`src/rtl/fetch_pkg.sv`:
```
// fetch_pkg: shared FSM state, instruction field positions and reset PC for the fetch stage
package fetch_pkg;
    typedef enum logic [1:0] {IDLE, FETCH, HOLD} fetch_state_t;
    localparam int OPCODE_MSB = 31;
    localparam int OPCODE_LSB = 26;
    localparam int FUNCT_MSB  = 5;
    localparam int FUNCT_LSB  = 0;
    localparam int IMM16_MSB  = 15;
    localparam int IMM16_LSB  = 0;
    localparam int TARGET_MSB = 25;
    localparam int TARGET_LSB = 0;
    localparam logic [31:0] RESET_PC_DEFAULT = 32'h0000_0000;
endpackage

```
`src/rtl/fetch_unit_next_pc.sv`:
```
// next_pc: redirect target computation and priority mux (jr > jump > taken branch > pc+4)
//   instr_i       low 26 bits of the held instruction (target26, containing imm16)
//   pc_plus4_i    link value of the held instruction
//   branch_i, branch_taken_i, jump_i, jr_i, jr_target_i   controller redirect decisions
//   next_pc_o     selected next PC
//   misalign_o    jr selected with a non-word-aligned register target
module next_pc
    import fetch_pkg::*;
(
    input  logic [TARGET_MSB:0] instr_i,
    input  logic [31:0]         pc_plus4_i,
    input  logic                branch_i,
    input  logic                branch_taken_i,
    input  logic                jump_i,
    input  logic                jr_i,
    input  logic [31:0]         jr_target_i,
    output logic [31:0]         next_pc_o,
    output logic                misalign_o
);
    logic [31:0] br_off;
    logic [31:0] jmp_tgt;
    assign br_off  = {{14{instr_i[IMM16_MSB]}}, instr_i[IMM16_MSB:IMM16_LSB], 2'b00};
    assign jmp_tgt = {pc_plus4_i[31:28], instr_i[TARGET_MSB:TARGET_LSB], 2'b00};
    always_comb begin
        next_pc_o  = jr_i ? {jr_target_i[31:2], 2'b00} :
                     jump_i ? jmp_tgt :
                     (branch_i & branch_taken_i) ? pc_plus4_i + br_off : pc_plus4_i;
        misalign_o = jr_i & (|jr_target_i[1:0]);
    end
endmodule

```
`src/rtl/fetch_unit.sv`:
```
// fetch_unit: owns the PC, fetches words over req/ready, holds them for decode and redirects on accept
//   clk, rst                      clock, synchronous active-high reset
//   imem_req_o, imem_addr_o       fetch request and address (current PC)
//   imem_ready_i, imem_rdata_i    memory data handshake
//   instr_o, instr_pc_o, pc_plus4_o, instr_valid_o   held instruction to decode
//   instr_accept_i                decode consumes the held instruction
//   branch_i, branch_taken_i, jump_i, jr_i, jr_target_i   redirect decisions, used on accept
//   addr_err_o                    sticky misaligned-jr flag
//   fetch_count_o                 accepted-instruction counter
module fetch_unit
    import fetch_pkg::*;
#(
    parameter logic [31:0] RESET_PC = RESET_PC_DEFAULT
) (
    input  logic        clk,
    input  logic        rst,
    output logic        imem_req_o,
    output logic [31:0] imem_addr_o,
    input  logic        imem_ready_i,
    input  logic [31:0] imem_rdata_i,
    output logic [31:0] instr_o,
    output logic [31:0] instr_pc_o,
    output logic [31:0] pc_plus4_o,
    output logic        instr_valid_o,
    input  logic        instr_accept_i,
    input  logic        branch_i,
    input  logic        branch_taken_i,
    input  logic        jump_i,
    input  logic        jr_i,
    input  logic [31:0] jr_target_i,
    output logic        addr_err_o,
    output logic [31:0] fetch_count_o
);
    fetch_state_t state_q;
    logic [31:0]  pc_q, pc_d, instr_q, instr_pc_q, fetch_count_q;
    logic         req_q, valid_q, addr_err_q, misalign;
    next_pc u_next_pc (
        .instr_i        (instr_q[TARGET_MSB:0]),
        .pc_plus4_i     (pc_plus4_o),
        .branch_i       (branch_i),
        .branch_taken_i (branch_taken_i),
        .jump_i         (jump_i),
        .jr_i           (jr_i),
        .jr_target_i    (jr_target_i),
        .next_pc_o      (pc_d),
        .misalign_o     (misalign)
    );
    always_ff @(posedge clk) begin
        if (rst) begin
            state_q       <= IDLE;
            pc_q          <= RESET_PC;
            instr_q       <= '0;
            instr_pc_q    <= '0;
            fetch_count_q <= '0;
            req_q         <= 1'b0;
            valid_q       <= 1'b0;
            addr_err_q    <= 1'b0;
        end else begin
            case (state_q)
                IDLE: begin
                    state_q <= FETCH;
                    req_q   <= 1'b1;
                end
                FETCH: if (imem_ready_i) begin
                    instr_q    <= imem_rdata_i;
                    instr_pc_q <= pc_q;
                    req_q      <= 1'b0;
                    valid_q    <= 1'b1;
                    state_q    <= HOLD;
                end
                HOLD: if (instr_accept_i) begin
                    pc_q          <= pc_d;
                    fetch_count_q <= fetch_count_q + 32'd1;
                    addr_err_q    <= addr_err_q | misalign;
                    valid_q       <= 1'b0;
                    req_q         <= 1'b1;
                    state_q       <= FETCH;
                end
                default: begin
                    state_q <= IDLE;
                    req_q   <= 1'b0;
                    valid_q <= 1'b0;
                end
            endcase
        end
    end
    assign imem_req_o    = req_q;
    assign imem_addr_o   = pc_q;
    assign instr_o       = instr_q;
    assign instr_pc_o    = instr_pc_q;
    assign pc_plus4_o    = instr_pc_q + 32'd4;
    assign instr_valid_o = valid_q;
    assign addr_err_o    = addr_err_q;
    assign fetch_count_o = fetch_count_q;
endmodule

```
`config.mk`:
```
export PLATFORM = sky130hd
export DESIGN_NAME = fetch_unit
export DESIGN_NICKNAME = d
export VERILOG_FILES = /design/src/rtl/fetch_pkg.sv /design/src/rtl/fetch_unit_next_pc.sv /design/src/rtl/fetch_unit.sv
export SDC_FILE = /design/constraint.sdc
export NUM_CORES = 1
export LEC_CHECK = 0
export CAP_MARGIN = 20
export CORE_UTILIZATION = 48
export DETAILED_ROUTE_END_ITERATION = 8
export PLACE_DENSITY = 0.81
export SYNTH_ARGS = -nofsm -noshare
export SYNTH_HDL_FRONTEND = slang
export SYNTH_SLANG_ARGS = --single-unit
```
`constraint.sdc`:
```
create_clock -name clk -period 4.5 [get_ports clk]
set_clock_uncertainty 0.1 [all_clocks]
set_input_delay 1.35 -clock clk [delete_from_list [all_inputs] [get_ports clk]]
set_output_delay 1.35 -clock clk [all_outputs]
set_load 0.05 [all_outputs]
```
Word level (Yosys, flattened, before mapping)
Cells that the tools add are included.

operators by class
  bitwise gates (word level) = 4
  equality and inequality tests = 4
  mux-type cells = 12
  add/sub/neg operators = 3
  reductions and logical operators = 6

operators with widths
  kind                   count
  $mux 32                3
  $add 32x1->32 const B  1
  $add 32x3->32 const B  1
  $add 32x32->32         1
  $pmux 1 s3             2
  $pmux 2 s3             1
  $reduce_and 2->1       3
  $mux 1                 4
  $mux 2                 2
  $ne 2x2->1 const B     2
  $reduce_and 3->1       1
  $and 1x1->1            2
  $eq 2x1->1 const B     1
  $eq 2x2->1 const B     1
  $logic_not 2->1        1
  $reduce_or 2->1        1
  $not 1->1              1
  $or 1x1->1             1

word-level totals
  flip-flop bits (word level) = 133
  output and inout bits = 163
  input port bits = 72
  word-level logic and storage cells = 37

Depth between registers and ports, before layout
  depth in word-level cells = 5
  mapped depth = 17
  gate-level depth less buffers = 16

By module
From an unflattened synthesis, not the netlist that was laid out.

second synthesis, totals
  cell total of the unflattened synthesis = 1050
  area, all modules = 7822.5 um2

by module, submodules not included
  module      cells an instance  sequential area each (um2)  area each (um2)  times used
  fetch_unit  696                2642.5                      5536.6           1
  next_pc     354                0.0                         2285.9           1

Worst setup path before layout
OpenSTA, ideal clock, no wires.

  path kind = flip-flop to flip-flop
  start = register instr_pc_q[2] (netlist: instr_pc_o[2])
  end = register pc_q[29] (netlist: imem_addr_o[29])
  path buffers = 1
  cell stages (with the launch flop) = 17
  required time = 4.266 ns
  clock period less this slack = 4.953 ns
  arrival time = 4.718 ns
  path slack = -0.453 ns
  cells stage by stage = dfxtp_1 > ha_1 > nand4_1 > nor2_1 > and3_1 > nand2_1 > xnor2_1 > ha_1 > clkbuf_1 > a21o_1 > a21oi_1 > o21ai_0 > o41a_4 > a21oi_1 > mux2_4 > a21oi_2 > a211oi_2

between the ends
  word-level cells in the longest chain between the ends = 5

ends and longest elaborated chain
  what                    line                      source
  from (decl)             fetch_unit.sv:35          logic [31:0] pc_q, pc_d, instr_q, instr_pc_q, fetch_count_q;
  from (signal assigned)  fetch_unit.sv:66          instr_pc_q <= pc_q;
  $add 32x3->32           fetch_unit.sv:91          assign pc_plus4_o = instr_pc_q + 32'd4;
  via pc_plus4_o[18]      fetch_unit.sv:23          output logic [31:0] pc_plus4_o,
  $add 32x32->32          fetch_unit_next_pc.sv:27  (branch_i & branch_taken_i) ? pc_plus4_i + br_off : pc_plus4_i;
  $mux 32                 fetch_unit_next_pc.sv:27
  $mux 32                 fetch_unit_next_pc.sv:26  jump_i ? jmp_tgt :
  $mux 32                 fetch_unit_next_pc.sv:25  next_pc_o = jr_i ? {jr_target_i[31:2], 2'b00} :
  to (signal assigned)    fetch_unit.sv:72          pc_q <= pc_d;
  to (decl)               fetch_unit.sv:35

The timed path passes the listed nets, and every way through them passes these cells.
A chain may end at the register's enable or synchronous reset.

Final worst setup path
  start = register instr_pc_q[8] (netlist: instr_pc_o[8])
  end = output port pc_plus4_o[31]

between the ends
  word-level cells in the longest chain between the ends = 1

ends and longest elaborated chain
  what           line
  $add 32x3->32  fetch_unit.sv:91
  to (decl)      fetch_unit.sv:23

No other way between the ends.

==> flow_summary.yaml <==
worst_hold_path:
  holdPathEnd: "instr_o[27]$_SDFFE_PP0P_"
  min-delay-start: "instr_o[27]$_SDFFE_PP0P_"
  hp-class: "flip-flop to flip-flop"
  holdPathStages: 2
critical_path:
  worstPathArrival_ns: 2.94
  r2r_end: "imem_addr_o[29]$_SDFFE_PP0P_"
  end_kind: "primary output"
  rrSetupSlack_ns: 0.33
  ff2ff_path_depth: 15
  worstPathRequired_ns: 3.05
  r2r_start: "instr_pc_o[3]$_SDFFE_PP0P_"
  critPathMaxFanout: 6
  cp-start-kind: "flip-flop"
  crit_type: "flip-flop to primary output"
clock_network:
  cts_num_sinks: 132
  numCtsBuffers: 17
  cts_tree: "done"
  cts_root_buffer: "clkbuf_16"
  cts_htree_levels: 4
  clockBufferDepth: 2
  cts.clk_slew.worst_paths_ns: 0.07
  clk_latency_ns: 0.42
die:
  fp.dieArea_um2: 17000
  start_util: 0.494
  row_count: 46
  die_w_um: 130
  boundaryPins: 235
  core_um2: 16000
  die_y_um: 130
pwr:
  ir_drop_mv: 0.262
  power_frac_comb: 0.134
  total_leakage_power_nw: 4.44
  switchingPower_mw: 0.887
  clkPwrFrac: 0.475
  p_seq_frac: 0.390
  p_int_mw: 2.24
  p_per_area_nw_per_um2: 280
  p_sw_frac: 0.283
layout:
  nNetsFinal: 1366
  final_cell_mix: "nand2_1 (228), clkdlybuf4s50_1 (218), dfxtp_1 (132)"
  fin_util: 0.699
  area_growth_pct: 41.5
  final_common_cell: "nand2_1"
  instances_no_fill: 1485
  n_antenna_cell: 0
  drive_gt1_frac: 0.0859
  nFillCells: 1320
synthesis:
  syn_area_um2: 7900
  ys.flop_type: "dfxtp_1"
  ys_ff_latch: 132
  synth_fp_nets: 1153
  avgSynthCellArea_um2: 7.57
  synth_warnings: 0
  synth_cell_types: 75
  synth-edff-count: 0
  synth_cells: 1043
  async_flop_share: 0
  ys_seq_area_frac: 0.335
drt:
  firstDrtPassIters: 5
  wl_mm: 26.4
  drc: 0
  antenna_left: 0
  vias_per_cell: 5.70
  route.detailed.wl_per_inst_um: 17.8
  drt_iter0_markers: 546
  vias: 8465
timing:
  drv_slew: 0
  fin_crit_ns: 4.39
  max_freq_ghz: 0.228
  finalHoldViolCount: 0
  setup_viol: 0
  period_share: 0.976
  worstMarginPinSlew_ns: 0.937
  setup_tns_ns: 0
  relSlewSlack: 0.375
  grt_setup_unrepaired: "false"
outcome:
  outcome: "complete, no violations"
run:
  max_cap_violations: 0
placement:
  port_buffers: 234
  place_congestion: 0.973
  place_inst: 1453
  hpwlAfterDp_mm: 18.8
global_routing:
  grt_pass1_vias: 7939
  grt_start_max_net_pins: 89
  grt_pass1_wl_mm: 41.0
  antenna_found_initial: 0
  grt-ovfl-total: 0
  grtUsageTotal: 0.313
Yosys cell counts, drive strengths merged (5+ instances only):
cell,count,area share
a21oi,116,0.074
nand4,9,0.0079
a311oi,11,0.013
xnor2,27,0.030
a211oi,26,0.026
a21o,27,0.026
buf,7,0.0048
inv,7,0.0033
xor2,42,0.048
o21a,5,0.0048
o21ai,36,0.023
dfxtp,132,0.33
mux2i,6,0.0076
ha,37,0.059
nand3,28,0.018
nor2b,6,0.0048
or3,5,0.0040
o211ai,13,0.012
nand2,229,0.11
nor3,20,0.014
clkbuf,55,0.026
nor2,103,0.051
or2,6,0.0048
nand2b,8,0.0063
and3,24,0.019
sequential cells by signal, summed over array words and instances, names as in the netlist:
register / count
addr_err_o: 1
instr_valid_o: 1
instr_o: 32
state_q: 2
instr_pc_o: 32
imem_addr_o: 32
fetch_count_o: 32
power groups by stage:
stage	Clock [mW]	Sequential [mW]	Combinational, mW
floorplan	0	1.32	0.167
global placement	0	1.25	0.414
detailed placement	0	1.25	0.417
CTS	1.50	1.22	0.420
global route	1.55	1.22	0.450
finish	1.49	1.22	0.421
critical path, cell delays in order (launching register included):
cell	delay, ns
dfxtp_1	0.51
nand4_2	0.20
nor3_4	0.31
nand3_2	0.20
or3b_4	0.46
nor2_1	0.32
xor2_2	0.25
buf_4	0.24
metrics by stage:
step	setup slack (ns)	power [mW]	cell area [um^2]	hold WS, ns
floorplan	0.0160	1.49	8010	0.468
global placement	0.460	1.66	10500	0.342
detailed placement	0.345	1.66	10500	0.351
CTS	0.0491	3.14	11200	0.360
global route	0.0124	3.23	11200	0.372
finish	0.109	3.13	11200	0.357
repair_timing:
| item | CTS | global route |
|---|---|---|
| hold buffers | 0 | 0 |
| setup endpoints to repair | 3 | 5 |
| gates resized for setup | 3 | 5 |
| setup buffers | 0 | 0 |
logic make-up after synthesis:
family | Yosys count | synth area share
compound gates | 273 | 0.227
xor+xnor | 69 | 0.0775
fa+ha+maj | 38 | 0.0612
buf+inv | 69 | 0.0342
flops | 132 | 0.335
mux | 7 | 0.00951
simple gates | 455 | 0.256
how the worst max path moves through the flow:
| stage | slack (ns) | depth (start not counted) | from | to |
|---|---|---|---|---|
| 3_5_place_dp | 0.35 | 15 | instr_pc_o[3]$_SDFFE_PP0P_ | imem_addr_o[29]$_SDFFE_PP0P_ |
| 5_1_grt | 0.01 | 5 | instr_pc_o[8]$_SDFFE_PP0P_ | pc_plus4_o[17] |
| 2_1_floorplan | 0.02 | 16 | instr_pc_o[2]$_SDFFE_PP0P_ | imem_addr_o[31]$_SDFFE_PP0P_ |
| 3_3_place_gp | 0.46 | 15 | instr_pc_o[3]$_SDFFE_PP0P_ | imem_addr_o[29]$_SDFFE_PP0P_ |
| 4_1_cts | 0.05 | 6 | instr_pc_o[8]$_SDFFE_PP0P_ | pc_plus4_o[19] |
| 6_report | 0.11 | 7 | instr_pc_o[8]$_SDFFE_PP0P_ | pc_plus4_o[31] |
layout make-up:
class / instances / area (um^2) / area share
Timing Repair Buffer: 256 / 2490 / 0.223
Multi-Input combinational cell: 842 / 5130 / 0.459
Inverter: 7 / 26.3 / 0.00235
Tap cell: 216 / 270 / 0.0242
Clock buffer: 17 / 425 / 0.0381
Sequential cell: 132 / 2640 / 0.236
Clock inverter: 15 / 195 / 0.0175
routing by layer:
| layer | GRT usage | part of all wire |
|---|---|---|
| met1 | 0.401 | 0.43 |
| met2 | 0.495 | 0.46 |
| met3 | 0.0869 | 0.086 |
| met4 | 0.127 | 0.029 |
| met5 | 0 | 0 |
Note: power is estimated with default switching activity, not from simulation.
